`src/rtl/rr_context_scheduler_if.sv`:
```
// Loader/fetch-side bundle of the round-robin context scheduler.
// master drives program set/halt and CPU status; slave is the scheduler.
interface rr_context_scheduler_if #(
    parameter int unsigned NUM_PROGS = 10,
    parameter int unsigned IDX_W     = 4,
    parameter int unsigned PC_W      = 32
);
    logic                 prog_set;
    logic [IDX_W-1:0]     prog_set_idx;
    logic [PC_W-1:0]      prog_set_pc;
    logic                 halt;
    logic [PC_W-1:0]      cpu_pc;
    logic                 cpu_safe;
    logic                 stall;
    logic                 pc_load;
    logic [PC_W-1:0]      pc_load_val;
    logic [IDX_W-1:0]     prog_index;
    logic                 running;
    logic [NUM_PROGS-1:0] runnable;

    modport master (
        output prog_set, prog_set_idx, prog_set_pc, halt, cpu_pc, cpu_safe,
        input  stall, pc_load, pc_load_val, prog_index, running, runnable
    );

    modport slave (
        input  prog_set, prog_set_idx, prog_set_pc, halt, cpu_pc, cpu_safe,
        output stall, pc_load, pc_load_val, prog_index, running, runnable
    );
endinterface

```
`src/rtl/rr_context_scheduler.sv`:
```
// Preemptive round-robin time-slice scheduler: per-program saved PC table,
// runnable mask, fixed quantum and a fetch-freezing context-switch sequence.
module rr_context_scheduler #(
    parameter int unsigned NUM_PROGS = 10,
    parameter int unsigned IDX_W     = 4,
    parameter int unsigned PC_W      = 32,
    parameter int unsigned QUANTUM   = 64
) (
    input logic                   clock,
    input logic                   reset_n,
    rr_context_scheduler_if.slave bus
);
    localparam int unsigned CNT_W = $clog2(QUANTUM);
    localparam logic [CNT_W-1:0] CNT_INIT = CNT_W'(QUANTUM - 1);

    typedef enum logic [2:0] {IDLE, RUN, DRAIN, SAVE, SELECT, LOAD} state_t;

    state_t               state_q, state_d;
    logic [CNT_W-1:0]     cnt_q;
    logic [IDX_W-1:0]     idx_q;
    logic [NUM_PROGS-1:0] runnable_q, runnable_d;
    logic [PC_W-1:0]      pc_table_q [NUM_PROGS];
    logic                 stall_q, running_q, pc_load_q;
    logic [PC_W-1:0]      pc_load_val_q;

    logic [NUM_PROGS-1:0] set_mask, cur_mask, halt_mask, others;
    logic                 sel_found;
    logic [IDX_W-1:0]     sel_idx;

    function automatic logic [IDX_W-1:0] wrap_idx(input logic [IDX_W-1:0] base,
                                                  input int unsigned off);
        int unsigned s;
        s = 32'(base) + off;
        if (s >= NUM_PROGS) s = s - NUM_PROGS;
        return IDX_W'(s);
    endfunction

    // Out-of-range and already-runnable slots are dropped so saved PCs survive.
    always_comb begin : set_decode
        set_mask = '0;
        if (bus.prog_set && ({1'b0, bus.prog_set_idx} < (IDX_W+1)'(NUM_PROGS)))
            set_mask = NUM_PROGS'(1) << bus.prog_set_idx;
        set_mask   = set_mask & ~runnable_q;
        cur_mask   = NUM_PROGS'(1) << idx_q;
        halt_mask  = (state_q == RUN && bus.halt) ? cur_mask : '0;
        others     = runnable_q & ~cur_mask;
        runnable_d = (runnable_q | set_mask) & ~halt_mask;
    end

    // Rotating search from idx_q+1, ending at idx_q itself.
    always_comb begin : rr_search
        sel_found = 1'b0;
        sel_idx   = idx_q;
        for (int unsigned k = 1; k <= NUM_PROGS; k++) begin
            if (!sel_found && runnable_q[wrap_idx(idx_q, k)]) begin
                sel_found = 1'b1;
                sel_idx   = wrap_idx(idx_q, k);
            end
        end
    end

    always_comb begin : fsm_next
        state_d = state_q;
        unique case (state_q)
            IDLE:    if (|runnable_q) state_d = SELECT;
            RUN: begin
                if (bus.halt)                      state_d = SELECT;
                else if (cnt_q == '0 && |others)   state_d = DRAIN;
            end
            DRAIN:   if (bus.cpu_safe) state_d = SAVE;
            SAVE:    state_d = SELECT;
            SELECT:  state_d = sel_found ? LOAD : IDLE;
            LOAD:    state_d = RUN;
            default: state_d = IDLE;
        endcase
    end

    always_ff @(posedge clock or negedge reset_n) begin : fsm_reg
        if (!reset_n) begin
            state_q       <= IDLE;
            cnt_q         <= '0;
            idx_q         <= '0;
            runnable_q    <= '0;
            stall_q       <= 1'b1;
            running_q     <= 1'b0;
            pc_load_q     <= 1'b0;
            pc_load_val_q <= '0;
        end else begin
            state_q    <= state_d;
            runnable_q <= runnable_d;
            stall_q    <= (state_d != RUN);
            running_q  <= (state_d != IDLE);
            pc_load_q  <= 1'b0;
            if (state_q == LOAD)
                cnt_q <= CNT_INIT;
            else if (state_q == RUN)
                cnt_q <= (cnt_q == '0) ? CNT_INIT : cnt_q - 1'b1;
            // The PC-load pulse coincides with the LOAD state.
            if (state_q == SELECT && sel_found) begin
                idx_q         <= sel_idx;
                pc_load_q     <= 1'b1;
                pc_load_val_q <= pc_table_q[sel_idx];
            end
        end
    end

    always_ff @(posedge clock or negedge reset_n) begin : pc_table_reg
        if (!reset_n) begin
            for (int unsigned i = 0; i < NUM_PROGS; i++) pc_table_q[i] <= '0;
        end else begin
            for (int unsigned i = 0; i < NUM_PROGS; i++) begin
                if (set_mask[i])
                    pc_table_q[i] <= bus.prog_set_pc;
                else if (state_q == SAVE && idx_q == IDX_W'(i))
                    pc_table_q[i] <= bus.cpu_pc;
            end
        end
    end

    assign bus.stall       = stall_q;
    assign bus.running     = running_q;
    assign bus.pc_load     = pc_load_q;
    assign bus.pc_load_val = pc_load_val_q;
    assign bus.prog_index  = idx_q;
    assign bus.runnable    = runnable_q;
endmodule

```
`src/flat_wrapper.sv`:
```
// flat-port wrapper written by rule: the top's interface ports become plain ports
module rr_context_scheduler_flat 
#(
    parameter int unsigned NUM_PROGS = 10,
    parameter int unsigned IDX_W     = 4,
    parameter int unsigned PC_W      = 32,
    parameter int unsigned QUANTUM   = 64
)
  (clock, reset_n, bus_prog_set, bus_prog_set_idx, bus_prog_set_pc, bus_halt, bus_cpu_pc, bus_cpu_safe, bus_stall, bus_pc_load, bus_pc_load_val, bus_prog_index, bus_running, bus_runnable);
  rr_context_scheduler_if #(.NUM_PROGS(NUM_PROGS), .IDX_W(IDX_W), .PC_W(PC_W)) bus_i ();
  input logic clock;
  input logic reset_n;
  input wire logic [$bits(bus_i.prog_set)-1:0] bus_prog_set;
  input wire logic [$bits(bus_i.prog_set_idx)-1:0] bus_prog_set_idx;
  input wire logic [$bits(bus_i.prog_set_pc)-1:0] bus_prog_set_pc;
  input wire logic [$bits(bus_i.halt)-1:0] bus_halt;
  input wire logic [$bits(bus_i.cpu_pc)-1:0] bus_cpu_pc;
  input wire logic [$bits(bus_i.cpu_safe)-1:0] bus_cpu_safe;
  output wire logic [$bits(bus_i.stall)-1:0] bus_stall;
  output wire logic [$bits(bus_i.pc_load)-1:0] bus_pc_load;
  output wire logic [$bits(bus_i.pc_load_val)-1:0] bus_pc_load_val;
  output wire logic [$bits(bus_i.prog_index)-1:0] bus_prog_index;
  output wire logic [$bits(bus_i.running)-1:0] bus_running;
  output wire logic [$bits(bus_i.runnable)-1:0] bus_runnable;
  assign bus_i.prog_set = bus_prog_set;
  assign bus_i.prog_set_idx = bus_prog_set_idx;
  assign bus_i.prog_set_pc = bus_prog_set_pc;
  assign bus_i.halt = bus_halt;
  assign bus_i.cpu_pc = bus_cpu_pc;
  assign bus_i.cpu_safe = bus_cpu_safe;
  assign bus_stall = bus_i.stall;
  assign bus_pc_load = bus_i.pc_load;
  assign bus_pc_load_val = bus_i.pc_load_val;
  assign bus_prog_index = bus_i.prog_index;
  assign bus_running = bus_i.running;
  assign bus_runnable = bus_i.runnable;
  rr_context_scheduler #(.NUM_PROGS(NUM_PROGS), .IDX_W(IDX_W), .PC_W(PC_W), .QUANTUM(QUANTUM)) u_core (.clock(clock), .reset_n(reset_n), .bus(bus_i));
endmodule
```
`config.mk`:
```
export PLATFORM = sky130hd
export DESIGN_NAME = rr_context_scheduler_flat
export DESIGN_NICKNAME = d
export VERILOG_FILES = /design/src/rtl/rr_context_scheduler_if.sv /design/src/rtl/rr_context_scheduler.sv /design/src/flat_wrapper.sv
export SDC_FILE = /design/constraint.sdc
export NUM_CORES = 1
export LEC_CHECK = 0
export BUFFER_PORTS_ARGS = -buffer_cell sky130_fd_sc_hd__buf_2
export CAP_MARGIN = 10
export CORE_MARGIN = 2
export CORE_UTILIZATION = 35
export CTS_CLUSTER_DIAMETER = 80
export DETAILED_ROUTE_END_ITERATION = 8
export HOLD_SLACK_MARGIN = 0.05
export PLACE_DENSITY = 0.6
export SYNTH_ARGS = -nofsm -noshare
export SYNTH_HDL_FRONTEND = slang
export SYNTH_SLANG_ARGS = --single-unit
```
`constraint.sdc`:
```
create_clock -name clock -period 7.3 [get_ports clock]
set_input_delay 0.73 -clock clock [delete_from_list [all_inputs] [get_ports clock]]
set_output_delay 0.73 -clock clock [all_outputs]
set_load 0.03 [all_outputs]
```
==> metrics.txt <==
# TYPE chip_impl_metric gauge
chip_impl_metric{name="layout_setup_ws",unit="ns"} 0.921
chip_impl_metric{name="r2r_slack",unit="ns"} 0.92
chip_impl_info{name="outcome",value="finished clean"} 1
chip_impl_metric{name="grt_first_pass_wirelength",unit="mm"} 121
chip_impl_metric{name="row_count",unit=""} 94
chip_impl_info{name="synthFlopType",value="dfrtp_1"} 1
chip_impl_metric{name="route.detailed.vias_per_inst",unit=""} 5.84
chip_impl_metric{name="timing.slew.headroom",unit="%"} 35.1
chip_impl_metric{name="clkSlewWorstSetupHoldPaths",unit="ns"} 0.06
chip_impl_metric{name="dieHeight",unit="um"} 262
chip_impl_metric{name="ratio_of_cells_with_drive_above_1_in_the_final_layout",unit="%"} 13.8
chip_impl_info{name="cp-startpoint",value="u_core.bus.prog_index[0]"} 1
chip_impl_metric{name="grt_pass1_vias",unit=""} 19400
chip_impl_metric{name="antenna_found_initial",unit=""} 7
chip_impl_info{name="clk_root_buffer_cell",value="clkbuf_16"} 1
chip_impl_info{name="worst_setup_path_endpoint",value="u_core.bus.pc_load_val[19]"} 1
chip_impl_metric{name="clkLatencyLatePin",unit="ns"} 0.56
chip_impl_metric{name="dp_worst_setup_slack",unit="ns"} 0.985
chip_impl_metric{name="tightest_slew",unit="ns"} 0.973
chip_impl_metric{name="syn_area_per_cell",unit="um2"} 9.13
chip_impl_metric{name="cp_slowest_stage_delay",unit="ns"} 0.59
chip_impl_metric{name="final_setup_tns",unit="ns"} 0
chip_impl_metric{name="cts_setup_buffers",unit=""} 0
chip_impl_metric{name="gpl.final_weighted_congestion",unit=""} 0.889
chip_impl_metric{name="numClockSinks",unit=""} 378
chip_impl_metric{name="cts_h_tree_depth",unit=""} 2
chip_impl_metric{name="max_clock_freq",unit="MHz"} 157
chip_impl_metric{name="grt_start_max_net_pins",unit=""} 140
chip_impl_metric{name="drcViolationCount",unit=""} 0
chip_impl_metric{name="gr-usage-all-layers",unit="%"} 22.7
chip_impl_metric{name="cp_data_arrival_time",unit="ns"} 6.83
chip_impl_info{name="timing.hold.worst.class",value="in -> async"} 1
chip_impl_metric{name="wl_final",unit="mm"} 78.7
chip_impl_metric{name="clockBufferDepth",unit=""} 3
chip_impl_info{name="worstPathCellList",value="buf_4, ha_1, ha_1, ha_1, a21bo_2, o21ai_1, a221o_1, mux2i_1, nand4_1, nand3_4, nor2_1, o311ai_0, a32oi_4, nand2b_2, buf_4, nor2_1, o41ai_2"} 1
chip_impl_metric{name="number_of_enable_type_register_cells_in_the_synthesized_netlist",unit=""} 0
chip_impl_metric{name="dpl_cell_area",unit="um2"} 24400
chip_impl_metric{name="timing.final.crit_share",unit="%"} 87.4
chip_impl_metric{name="die_area",unit="um2"} 68500
chip_impl_metric{name="antenna_violating_nets_post_route",unit=""} 0
chip_impl_metric{name="routed-via-count",unit=""} 19800
chip_impl_metric{name="die_width",unit="um"} 262
chip_impl_metric{name="yosysSeqAreaShare",unit="%"} 40.7
chip_impl_info{name="post-synth-top-area-cell",value="dfrtp_1"} 1
chip_impl_metric{name="finalSetupViolations",unit=""} 0
chip_impl_info{name="start_kind",value="flip-flop"} 1
chip_impl_metric{name="detail_route.wl_per_cell",unit="um"} 23.2
chip_impl_metric{name="synth-seq-cells",unit=""} 378
chip_impl_metric{name="finalInstanceArea",unit="um2"} 25800
chip_impl_metric{name="nNetsFinal",unit=""} 2596
chip_impl_info{name="crit_slowest_cell",value="ha_1"} 1
chip_impl_metric{name="post_synthesis_cell_count",unit=""} 2549
chip_impl_metric{name="initial_core_utilization",unit="%"} 35.4
chip_impl_metric{name="final_hold_viol_count",unit=""} 0
chip_impl_info{name="timing.rr.start",value="u_core.bus.prog_index[0]"} 1
chip_impl_metric{name="coreArea",unit="um2"} 65700
chip_impl_metric{name="firstDrtPassIters",unit=""} 5
chip_impl_metric{name="cp_data_required_time",unit="ns"} 7.75
chip_impl_info{name="crit_path_frequent_cell",value="ha_1"} 1
chip_impl_info{name="yosys-top-cells-area",value="dfrtp_1 (41%), mux2i_1 (15%), o21ai_0 (8.0%)"} 1
chip_impl_metric{name="clock_buffer_count_from_cts",unit=""} 41
chip_impl_metric{name="ys.warnings.count",unit=""} 0
chip_impl_info{name="cts_tree",value="done"} 1
chip_impl_info{name="unrepaired_setup_endpoints_after_global_routing",value="false"} 1
chip_impl_metric{name="worstRegToRegCells",unit=""} 17
chip_impl_metric{name="io_buffers",unit=""} 121
chip_impl_metric{name="detailedRoute.firstIterationViolations",unit=""} 2147
chip_impl_metric{name="critical_path_peak_fanout",unit=""} 43
chip_impl_info{name="crit_family",value="compound AO/OA/AOI/OAI gates"} 1
chip_impl_info{name="timing.rr.end",value="u_core.bus.pc_load_val[19]"} 1
chip_impl_metric{name="critical_path.n_buffers_inverters",unit=""} 2
chip_impl_metric{name="placedCellCount",unit=""} 3316
chip_impl_metric{name="synth_largest_type_area_fraction",unit="%"} 40.6
chip_impl_metric{name="layout-area-overhead-vs-synth",unit="%"} 10.9
chip_impl_metric{name="cts_hold_buf",unit=""} 0
chip_impl_metric{name="dp.final_hpwl",unit="mm"} 46.0
chip_impl_metric{name="grt_remaining_overflow",unit=""} 0
chip_impl_info{name="cp-end-kind",value="flip-flop"} 1
chip_impl_metric{name="synth_nets",unit=""} 2650
chip_impl_metric{name="post_cts_resize_count",unit=""} 0
chip_impl_metric{name="netlist-cell-type-count",unit=""} 91
chip_impl_metric{name="synth_area",unit="um2"} 23300
chip_impl_metric{name="slew_viols_final",unit=""} 0
chip_impl_metric{name="levels_on_crit_path",unit=""} 17
chip_impl_metric{name="ys_async_sr_fraction",unit="%"} 100
chip_impl_info{name="setup.worst_path.class",value="reg -> reg"} 1
chip_impl_metric{name="final.min_clock_period",unit="ns"} 6.38
chip_impl_metric{name="max_cap_violations",unit=""} 0
chip_impl_metric{name="io-pin-count",unit=""} 122
chip_impl_metric{name="finish.cell_count_without_fillers",unit=""} 3392
chip_impl_metric{name="worst_clock_skew",unit="ns"} 0.0206
cells in the mapped netlist, types with 5 or more instances:
master	number
and3b_1	5
nor2b_1	10
nor4b_1	5
buf_6	7
a211oi_1	7
xnor2_1	11
buf_4	8
nand2_1	468
buf_2	27
a21oi_1	89
ha_1	27
o211ai_1	8
and3_1	71
nor2_1	83
mux2_2	10
o31ai_1	5
dfrtp_1	377
mux2i_1	339
buf_1	48
or2_2	5
o21ai_0	372
o21a_1	5
a31oi_1	15
o21ai_1	6
o2111ai_1	5
clkbuf_1	169
a211o_1	36
nand2b_1	15
nor4_1	13
and2_1	11
mux4_2	34
nand3b_1	7
inv_1	20
nor3_1	19
o41ai_2	31
or3_1	10
nand3_1	73
area by class of cell:
cell class / count / area, um2
multi-input cells: 1890 / 12800
clock buffers: 65 / 1230
inverters: 22 / 82.6
diodes: 3 / 7.51
flip-flops and latches: 378 / 9460
clock inverters: 8 / 144
fillers: 6392 / 39900
repair buffers: 162 / 1010
well taps: 864 / 1080
flip-flops by register name, summed over array words and instances (netlist names):
name	count
u_core.pc_table_q	320
u_core.bus.pc_load_val	32
u_core.bus.runnable	10
u_core.cnt_q	6
u_core.bus.prog_index	4
u_core.state_q	3
u_core.bus.pc_load	1
u_core.bus.running	1
u_core.bus.stall	1
placed cells by master, fill, tap and decap left out, types with 17 or more instances in the layout:
master,count
dfrtp_1,376
mux2i_1,339
and3_1,71
nand3_1,70
clkbuf_16,42
buf_2,120
ha_1,27
nor2_1,78
buf_4,34
inv_1,20
a21oi_1,89
mux4_2,34
nand2_1,459
o41ai_2,31
a211o_1,35
o21ai_0,372
nor3_1,17
how the worst min path moves through the flow:
stage	from	endpoint	slack, ns	cells past startpoint
floorplan	reset_n	u_core.bus.pc_load	0.43	0
global placement	u_core.bus.pc_load_val[2]	u_core.bus.pc_load_val[2]	0.47	2
detailed placement	u_core.bus.pc_load_val[3]	u_core.bus.pc_load_val[3]	0.47	2
CTS	reset_n	u_core.pc_table_q[108]	0.29	1
global route	reset_n	u_core.pc_table_q[71]	0.31	1
finish	reset_n	u_core.pc_table_q[103]	0.23	1
per-layer routing:
layer	track usage (%)	vias to the layer above	wire length, um
met2	36.8	798	36500
met1	31.8	9926	35200
li1	-	8967	-
met4	6.16	2	1820
met5	0	-	13
met3	3.20	125	5210
metrics by stage:
step,utilization [%],hold WS (ns)
after global placement,37.2,0.465
final,39.3,0.227
after CTS,39.2,0.295
after global routing,39.3,0.306
after floorplan,-,0.434
after detailed placement,37.2,0.467
cell families (layout without fill, tap and decap cells):
kind of cell               count (synthesis)  count (layout)  share of synthesized area [%]
adders and majority gates                 28              28                           1.54
muxes                                    384             384                           18.4
xor gates and xnor gates                  15              15                          0.629
buffers and inverters                    281             257                           5.03
other                                      0               3                              0
and+or+nand+nor                          819             819                           16.0
DFF                                      378             378                           40.7
AOI/OAI and AO/OA                        644             644                           17.7
Power is left out: the tool's default activity adds up to more than one toggle a clock period on the data nets, which glitch-free logic cannot reach.
